File: src/rtl/cnt_sched.sv
// cnt_sched: shares one CNT_W-bit up-counter between NREQ requesters.
// A requester is granted the counter, which then runs from 0 to that
// requester's latched terminal value. On completion the owner receives a
// one-cycle done pulse. Every output is driven straight from a register.
//
// Optional feature: define CNT_SCHED_PRIO_EN for fixed-priority arbitration.
// In that mode the lowest set request index always wins and the round-robin
// pointer is held at 0. By default, arbitration is round-robin.
module cnt_sched #(
  parameter int NREQ  = 4,
  parameter int CNT_W = 4
) (
  input  logic                    clk,
  input  logic                    rst,
  input  logic [NREQ-1:0]         req,
  input  logic [NREQ*CNT_W-1:0]   req_len,
  output logic [NREQ-1:0]         grant,
  output logic [NREQ-1:0]         done,
  output logic                    busy,
  output logic [CNT_W-1:0]        cnt
);

  localparam int PTR_W = (NREQ > 1) ? $clog2(NREQ) : 1;

  typedef enum logic [0:0] {
    S_IDLE = 1'b0,
    S_RUN  = 1'b1
  } state_t;

  state_t             r_state, w_state_nxt;
  logic [CNT_W-1:0]   r_cnt,   w_cnt_nxt;
  logic [CNT_W-1:0]   r_len,   w_len_nxt;
  logic [NREQ-1:0]    r_grant, w_grant_nxt;
  logic [NREQ-1:0]    r_done,  w_done_nxt;
  logic               r_busy,  w_busy_nxt;
  logic [PTR_W-1:0]   r_rr_ptr, w_rr_ptr_nxt;
  logic [PTR_W-1:0]   r_owner, w_owner_nxt;

  logic [PTR_W-1:0]   w_base;
  logic [PTR_W-1:0]   w_pick;
  logic [CNT_W-1:0]   w_pick_len;

  // First set bit of v, searching upward from ptr and wrapping modulo NREQ.
  function automatic logic [PTR_W-1:0] f_pick(input logic [NREQ-1:0] v,
                                              input logic [PTR_W-1:0] ptr);
    logic [PTR_W-1:0] sel;
    logic             found;
    int               idx;
    sel   = '0;
    found = 1'b0;
    idx   = 0;
    for (int k = 0; k < NREQ; k++) begin
      idx = (int'(ptr) + k) % NREQ;
      if (!found && v[idx]) begin
        sel   = PTR_W'(idx);
        found = 1'b1;
      end
    end
    return sel;
  endfunction

  // One-hot vector with bit idx set.
  function automatic logic [NREQ-1:0] f_onehot(input logic [PTR_W-1:0] idx);
    logic [NREQ-1:0] oh;
    oh      = '0;
    oh[idx] = 1'b1;
    return oh;
  endfunction

  // The requester after owner, wrapping modulo NREQ. In fixed-priority mode
  // the pointer stays at 0.
  function automatic logic [PTR_W-1:0] f_next_ptr(input logic [PTR_W-1:0] owner);
`ifdef CNT_SCHED_PRIO_EN
    return (owner == owner) ? '0 : '0;
`else
    if (owner == PTR_W'(NREQ - 1)) begin
      return '0;
    end else begin
      return owner + PTR_W'(1);
    end
`endif
  endfunction

`ifdef CNT_SCHED_PRIO_EN
  assign w_base = '0;
`else
  assign w_base = r_rr_ptr;
`endif

  assign w_pick     = f_pick(req, w_base);
  assign w_pick_len = req_len[int'(w_pick)*CNT_W +: CNT_W];

  assign grant = r_grant;
  assign done  = r_done;
  assign busy  = r_busy;
  assign cnt   = r_cnt;

  // Next-state and next-output logic for the IDLE/RUN window scheduler.
  always_comb begin
    w_state_nxt  = r_state;
    w_cnt_nxt    = r_cnt;
    w_len_nxt    = r_len;
    w_grant_nxt  = r_grant;
    w_done_nxt   = '0;
    w_busy_nxt   = r_busy;
    w_rr_ptr_nxt = r_rr_ptr;
    w_owner_nxt  = r_owner;
    case (r_state)
      S_IDLE: begin
        if (|req) begin
          w_owner_nxt = w_pick;
          w_len_nxt   = w_pick_len;
          w_cnt_nxt   = '0;
          w_grant_nxt = f_onehot(w_pick);
          w_busy_nxt  = 1'b1;
          w_state_nxt = S_RUN;
        end else begin
          w_cnt_nxt   = '0;
          w_grant_nxt = '0;
          w_busy_nxt  = 1'b0;
        end
      end
      S_RUN: begin
        if (!req[r_owner]) begin
          // An abort wins over completion and produces no done pulse.
          w_grant_nxt  = '0;
          w_busy_nxt   = 1'b0;
          w_cnt_nxt    = '0;
          w_rr_ptr_nxt = f_next_ptr(r_owner);
          w_state_nxt  = S_IDLE;
        end else if (r_cnt == r_len) begin
          w_done_nxt   = f_onehot(r_owner);
          w_grant_nxt  = '0;
          w_busy_nxt   = 1'b0;
          w_cnt_nxt    = '0;
          w_rr_ptr_nxt = f_next_ptr(r_owner);
          w_state_nxt  = S_IDLE;
        end else begin
          w_cnt_nxt = r_cnt + CNT_W'(1);
        end
      end
      default: begin
        w_state_nxt  = S_IDLE;
        w_cnt_nxt    = '0;
        w_len_nxt    = '0;
        w_grant_nxt  = '0;
        w_busy_nxt   = 1'b0;
        w_rr_ptr_nxt = '0;
        w_owner_nxt  = '0;
      end
    endcase
  end

  // State and output registers with asynchronous reset.
  always_ff @(posedge clk or posedge rst) begin
    if (rst) begin
      r_state  <= S_IDLE;
      r_cnt    <= '0;
      r_len    <= '0;
      r_grant  <= '0;
      r_done   <= '0;
      r_busy   <= 1'b0;
      r_rr_ptr <= '0;
      r_owner  <= '0;
    end else begin
      r_state  <= w_state_nxt;
      r_cnt    <= w_cnt_nxt;
      r_len    <= w_len_nxt;
      r_grant  <= w_grant_nxt;
      r_done   <= w_done_nxt;
      r_busy   <= w_busy_nxt;
      r_rr_ptr <= w_rr_ptr_nxt;
      r_owner  <= w_owner_nxt;
    end
  end

endmodule
File: config.mk
export PLATFORM = sky130hd
export DESIGN_NAME = cnt_sched
export DESIGN_NICKNAME = d
export VERILOG_FILES = /design/src/rtl/cnt_sched.sv
export SDC_FILE = /design/constraint.sdc
export NUM_CORES = 1
export LEC_CHECK = 0
export BUFFER_PORTS_ARGS = -buffer_cell sky130_fd_sc_hd__buf_2
export CAP_MARGIN = 20
export CORE_UTILIZATION = 53
export DETAILED_ROUTE_END_ITERATION = 10
export GPL_TIMING_DRIVEN = 1
export PLACE_DENSITY_LB_ADDON = 0.12
export REMOVE_ABC_BUFFERS = 1
export SETUP_SLACK_MARGIN = 0.15
export SLEW_MARGIN = 20
export SYNTH_ARGS = -nofsm -noshare
export SYNTH_HDL_FRONTEND = slang
export SYNTH_SLANG_ARGS = --single-unit
File: constraint.sdc
create_clock -name clk -period 2.3 [get_ports clk]
set_input_delay 0.46 -clock clk [delete_from_list [all_inputs] [get_ports clk]]
set_output_delay 0.46 -clock clk [all_outputs]
set_load 0.01 [all_outputs]
# --- After elaboration in Yosys (flattened, before gate mapping) ---
# Cells that the tools add are included.
totals:
  reg_bits: 22
  input_bits: 22
  word_cells: 88
  out_inout_bits: 13
op_classes:
  addsub: 5
  bitwise: 4
  magnitude_cmp: 8
  n_reduce_logical: 14
  mux: 44
  shifts: 1
  n_eq_ne: 4
op_table:
  columns: ["op", "count"]
  rows:
  - ["2-to-1 mux 4 bit", 8]
  - ["2-to-1 mux 1 bit", 18]
  - ["one-hot mux 4 bit (2 select lines)", 2]
  - ["variable part select 16 x 5 -> 4 bit", 1]
  - ["2-to-1 mux 2 bit", 7]
  - ["< comparator 3 x 4 -> 1 bit, second input constant", 3]
  - ["binary-select mux 1 bit (select 2 bit)", 5]
  - ["< comparator 2 x 3 -> 1 bit, second input constant", 3]
  - ["OR reduction 2 bit", 3]
  - ["logical AND 1 bit", 5]
  - ["adder 2 x 1 -> 2 bit, second input constant", 2]
  - ["adder 2 bit, second input constant", 2]
  - ["adder 4 x 1 -> 4 bit, second input constant", 1]
  - ["demux 1 bit (select 2 bit)", 2]
  - ["equality test 4 bit", 1]
  - [">= comparator 2 x 1 -> 1 bit, second input constant", 2]
  - ["one-hot mux 1 bit (2 select lines)", 2]
  - ["AND reduction 2 bit", 2]
  - ["OR reduction 4 bit", 1]
  - ["AND 1 bit, first input constant", 3]
  - ["logical NOT 1 bit", 3]
  - ["!= test 3 x 2 -> 1 bit, second input constant", 1]
  - ["equality test 2 bit, second input constant", 1]
  - ["!= test 2 x 1 -> 1 bit, second input constant", 1]
  - ["inverter 1 bit", 1]

# --- Logic depth before layout (Yosys ltp) ---
depth:
  word_depth: 20
  mapped_depth: 6

# --- Least setup slack after synthesis ---
# Ideal clock, no wire load.
synth_timing:
  path_kind: "in2reg"
  from: "input req[0]"
  to: "register r_len[0]"
  setup_ns: 0.138
  arrival_time_ns: 1.341
  n_path_buf: 1
  stages: 6
  path_slack_ns: 0.822
  t_required_ns: 2.162
  path_cell_list: "inv_2 o221a_1 o22ai_2 buf_6 mux2i_1 o221ai_1"
synth_via:
  elab_chain_len: 13
  word_cells_on_any_way: 27
synth_lines:
  columns: ["element", "line_no", "source"]
  rows:
  - ["start: declaration", "15", "input logic [NREQ-1:0] req,"]
  - ["binary-select mux 1 bit (select 2 bit)", "54", "if (!found && v[idx]) begin"]
  - ["2-to-1 mux 1 bit (not written as such)", "54", null]
  - ["2-to-1 mux 1 bit", "54", null]
  - ["logical NOT 1 bit", "54", null]
  - ["logical AND 1 bit", "54", null]
  - ["2-to-1 mux 1 bit", "54", null]
  - ["logical NOT 1 bit", "54", null]
  - ["logical AND 1 bit", "54", null]
  - ["2-to-1 mux 1 bit", "54", null]
  - ["logical NOT 1 bit", "54", null]
  - ["logical AND 1 bit", "54", null]
  - ["2-to-1 mux 2 bit", "54", null]
  - ["variable part select 16 x 5 -> 4 bit", "91", "assign w_pick_len = req_len[int'(w_pick)*CNT_W +: CNT_W];"]
  - ["end signal: assignment", "168", "r_len <= w_len_nxt;"]
  - ["end: declaration", "32", "logic [CNT_W-1:0] r_len, w_len_nxt;"]
# Parallel ways exist; a longest one is shown, timed or not. The select of a mux whose other input is x is not followed.
# A chain may end at the register's enable or synchronous reset.

# --- Worst setup path in the final report ---
layout_timing:
  from: "register r_owner[0]"
  to: "register r_grant[3] (netlist: grant[3])"
layout_via:
  elab_chain_len: 4
  word_cells_on_any_way: 5
layout_lines:
  columns: ["element", "line_no", "source"]
  rows:
  - ["start: declaration", "37", "logic [PTR_W-1:0] r_owner, w_owner_nxt;"]
  - ["start signal: assignment", "173", "r_owner <= w_owner_nxt;"]
  - ["binary-select mux 1 bit (select 2 bit) *", "124", "if (!req[r_owner]) begin"]
  - ["2-to-1 mux 1 bit (not written as such) *", "124", null]
  - ["2-to-1 mux 4 bit", "124", null]
  - ["one-hot mux 4 bit (2 select lines)", "108", "case (r_state)"]
  - ["end signal: assignment", "169", "r_grant <= w_grant_nxt;"]
  - ["end: declaration", "33", "logic [NREQ-1:0] r_grant, w_grant_nxt;"]
# Mark *: on every way between the ends. The rest lies on a longest branch, timed or not. The select of a mux whose other input is x is not followed.

==> metrics.md <==
| Metric | Value |
|---|---|
| Outcome | `completed` |
| Max Clock Skew | `approximately 0.0034 ns` |
| Antenna-violating nets left | `0` |
| Critical path startpoint category | `register` |
| Total GRT Usage | `about a fifth` |
| Layout cell share with drive strength beyond 1 | `34.1%` |
| Pre-CTS setup slack | `roughly 0.52 ns` |
| Int Power | `0.907 mW` |
| Synth top cells by count | `dfrtp_1 (22), nand2_1 (11), nor2_1 (9), mux2i_1 (8)` |
| VDD IR max | `0.000756 V` |
| Hold Slack | `between 0.2 and 0.3 ns` |
| Initial cell density of the core | `about 57%` |
| Worst skew pair latency | `~0.30 ns` |
| Static Leak | `approximately 0.73 nW` |
| Power share of the sequential group | `a little over two fifths` |
| Worst r2r src | `r_owner[0]$_DFFE_PP0P_` |
| Largest fanout on the critical path | `6` |
| Synth cell types | `31` |
| Hold Violations, Final | `0` |
| Top FF cell, synth | `dfrtp_1` |
| N_diodes | `0` |
| Synth Register Bits | `22` |
| Placed inst area | `between 0.001 and 0.0015 mm2` |
| Num CTS Buffers | `3` |
| Crit Path Category | `register to register` |
| PostCTS Resize Cnt | `0` |
| CP Data Arrival Time | `1.83 ns` |
| Die W | `just under 50 um` |
| Top cells by area, synth | `dfrtp_1 (49%), mux2i_1 (7.1%), ha_1 (5.5%)` |
| Pwr Total | `between 1 and 1.5 mW` |
| Setup slack, reg-to-reg | `0.68 ns` |
| Full die area | `0.00233 mm2` |
| FMAX | `just over 600 MHz` |
| Post-CTS Hold Fix Bufs | `0` |
| Post-route DRC violation count | `0` |
| H-Tree Level Count | `1` |
| Max-cap violations | `0` |
| Mapped Avg Cell Area | `roughly 11 um2` |
| Area Growth Syn to Fin | `19.0%` |
| Clock share of power | `11.4%` |
| Final setup vio count | `0` |
| Element type at the critical path end | `register` |
| Synth top area share | `between 40% and 50%` |
| Final WL | `roughly 2200 um` |
| DR iter-0 viols | `10` |
| Row count | `16` |
| Worst-Margin Slew | `a little over 0.8 ns` |
| Ports | `35` |
| Synthesized instance count | `between 100 and 150` |
| Slew margin rel. | `between 40% and 50%` |
| Core area | `around 0.0020 mm2` |
| Root buf cell | `clkbuf_4` |
| Power per cell area | `approximately 1100 mW/mm2` |
| Largest net degree at the start of global routing | `23` |
| Post-synth EDFFs | `0` |
| Min Tclk post-route | `1.62 ns` |
| GPL Wtd Cong | `approximately 0.75` |
| CTS tree | `done` |
| First-pass GRT wire length | `about 3200 um` |
| Final Max Slew Viols | `0` |
| Fillers | `roughly 150` |
| Most frequent cell after synthesis | `dfrtp_1` |
| Critical Path RT | `roughly 2.5 ns` |
| Final Cycle Share | `a little over 70%` |
| Avg WL per Cell | `roughly 13 um` |
| Worst setup startpoint | `r_owner[0]$_DFFE_PP0P_` |
| Synth warnings | `0` |
| Cell taking the most area after synthesis | `dfrtp_1` |
| Vias in the first global route | `725` |
| Share of the yosys chip area belonging to registers | `between 40% and 50%` |
| Vias post-DR | `between 800 and 900` |
| Switching power total | `0.581 mW` |
| Number of vias per cell | `5.32` |
| Setup Fix Bufs, Post-CTS | `0` |
| CTS max path bufs | `2` |
| Combinational Power Share | `45.5%` |
| Net Sw Frac | `roughly two fifths` |
| Antenna violations before repair | `0` |
| Grt ovf | `0` |
| Synth Cell Area | `around 0.0011 mm2` |
| Final instance area | `about 0.0014 mm2` |
| NumNets Final | `between 150 and 200` |
| Sink Count | `22` |
| Asr flop ratio synth | `between 90% and 100%` |
| Setup TNS | `0 ns` |
| Setup WS post-layout | `slightly below 0.7 ns` |
| Hold crit path type | `input pin to async pin` |
| Unrepaired setup endpoints after global routing | `no` |
| Post-DP HPWL | `roughly 1700 um` |
| Drt first pass iters | `4` |
| PortBufs | `34` |
| Clock Pin Slew Worst Setup and Hold Paths | `approximately 0.11 ns` |
| Die height | `slightly below 50 um` |
==> area by class of cell <==
class	instances	area (um2)	share of cell area (%)
sequential	22	551	40.8
inverter	6	22.5	1.67
clock buffer	3	22.5	1.67
timing repair buffer	35	178	13.2
tap	27	33.8	2.50
multi-input combinational	72	543	40.2
==> worst paths after layout <==
path,end,cells past startpoint
hold reg to reg,busy$_DFFE_PP0P_,2
min in group clk,r_len[1]$_DFFE_PP0P_,3
hold / removal,cnt[1]$_DFF_PP0_,2
setup / recovery,grant[3]$_DFFE_PP0P_,4
max in group asynchronous,done[1]$_DFF_PP0_,2
setup reg to reg,grant[3]$_DFFE_PP0P_,4
==> worst max-delay path, stage by stage (launching register included) <==
cell,delay (ns)
dfrtp_1,0.49
mux4_2,0.56
nand2_1,0.11
nor2b_1,0.10
a22o_1,0.25
==> cells in the final DEF (no fill, tap or decap), types with 3 or more instances in the layout <==
| master | count |
|---|---|
| nand2_1 | 11 |
| inv_1 | 5 |
| dfrtp_1 | 22 |
| buf_2 | 34 |
| xnor2_1 | 5 |
| nor2_1 | 9 |
| ha_1 | 5 |
| mux2i_1 | 8 |
| and2_1 | 5 |
| clkbuf_4 | 3 |
| o221ai_1 | 4 |
==> state kept, by name (all words and copies together) (netlist names) <==
register,count
busy,1
done,4
r_rr_ptr,2
cnt,4
grant,4
r_owner,2
r_len,4
r_state,1
==> through the flow <==
step,utilization (%),std cells
finish,68.1,165
detailed placement,67.0,162
CTS,68.1,165
floorplan,-,100
global route,68.1,165
global placement,67.0,162
==> power by group through the flow <==
| stage | Clock [mW] | Combinational (mW) | Sequential [mW] |
|---|---|---|---|
| final | 0.170 | 0.677 | 0.641 |
| after global routing | 0.188 | 0.769 | 0.661 |
| after CTS | 0.175 | 0.686 | 0.641 |
| after detailed placement | 0 | 0.683 | 0.649 |
| after global placement | 0 | 0.659 | 0.644 |
| after floorplan | 0 | 0.473 | 0.648 |
==> logic make-up (layout without fill, tap and decap cells) <==
logic type	Yosys count	in the layout	share of synthesized area [%]
muxes	11	11	11.0
and+or+nand+nor	33	33	14.2
DFF	22	22	48.5
xor gates and xnor gates	6	6	4.63
AOI/OAI and AO/OA	17	17	12.5
adders and majority gates	5	5	5.51
buffers and inverters	8	44	3.64
==> routing by layer <==
layer | GRT usage (%) | share of wire [%] | up-vias
li1 | - | - | 431
met1 | 25.6 | 45 | 422
met2 | 33.9 | 50 | 20
met3 | 4.44 | 3.2 | 5
met4 | 10.0 | 1.9 | 0
met5 | 0 | 0 | -
Power figures use the tool's default switching activity.
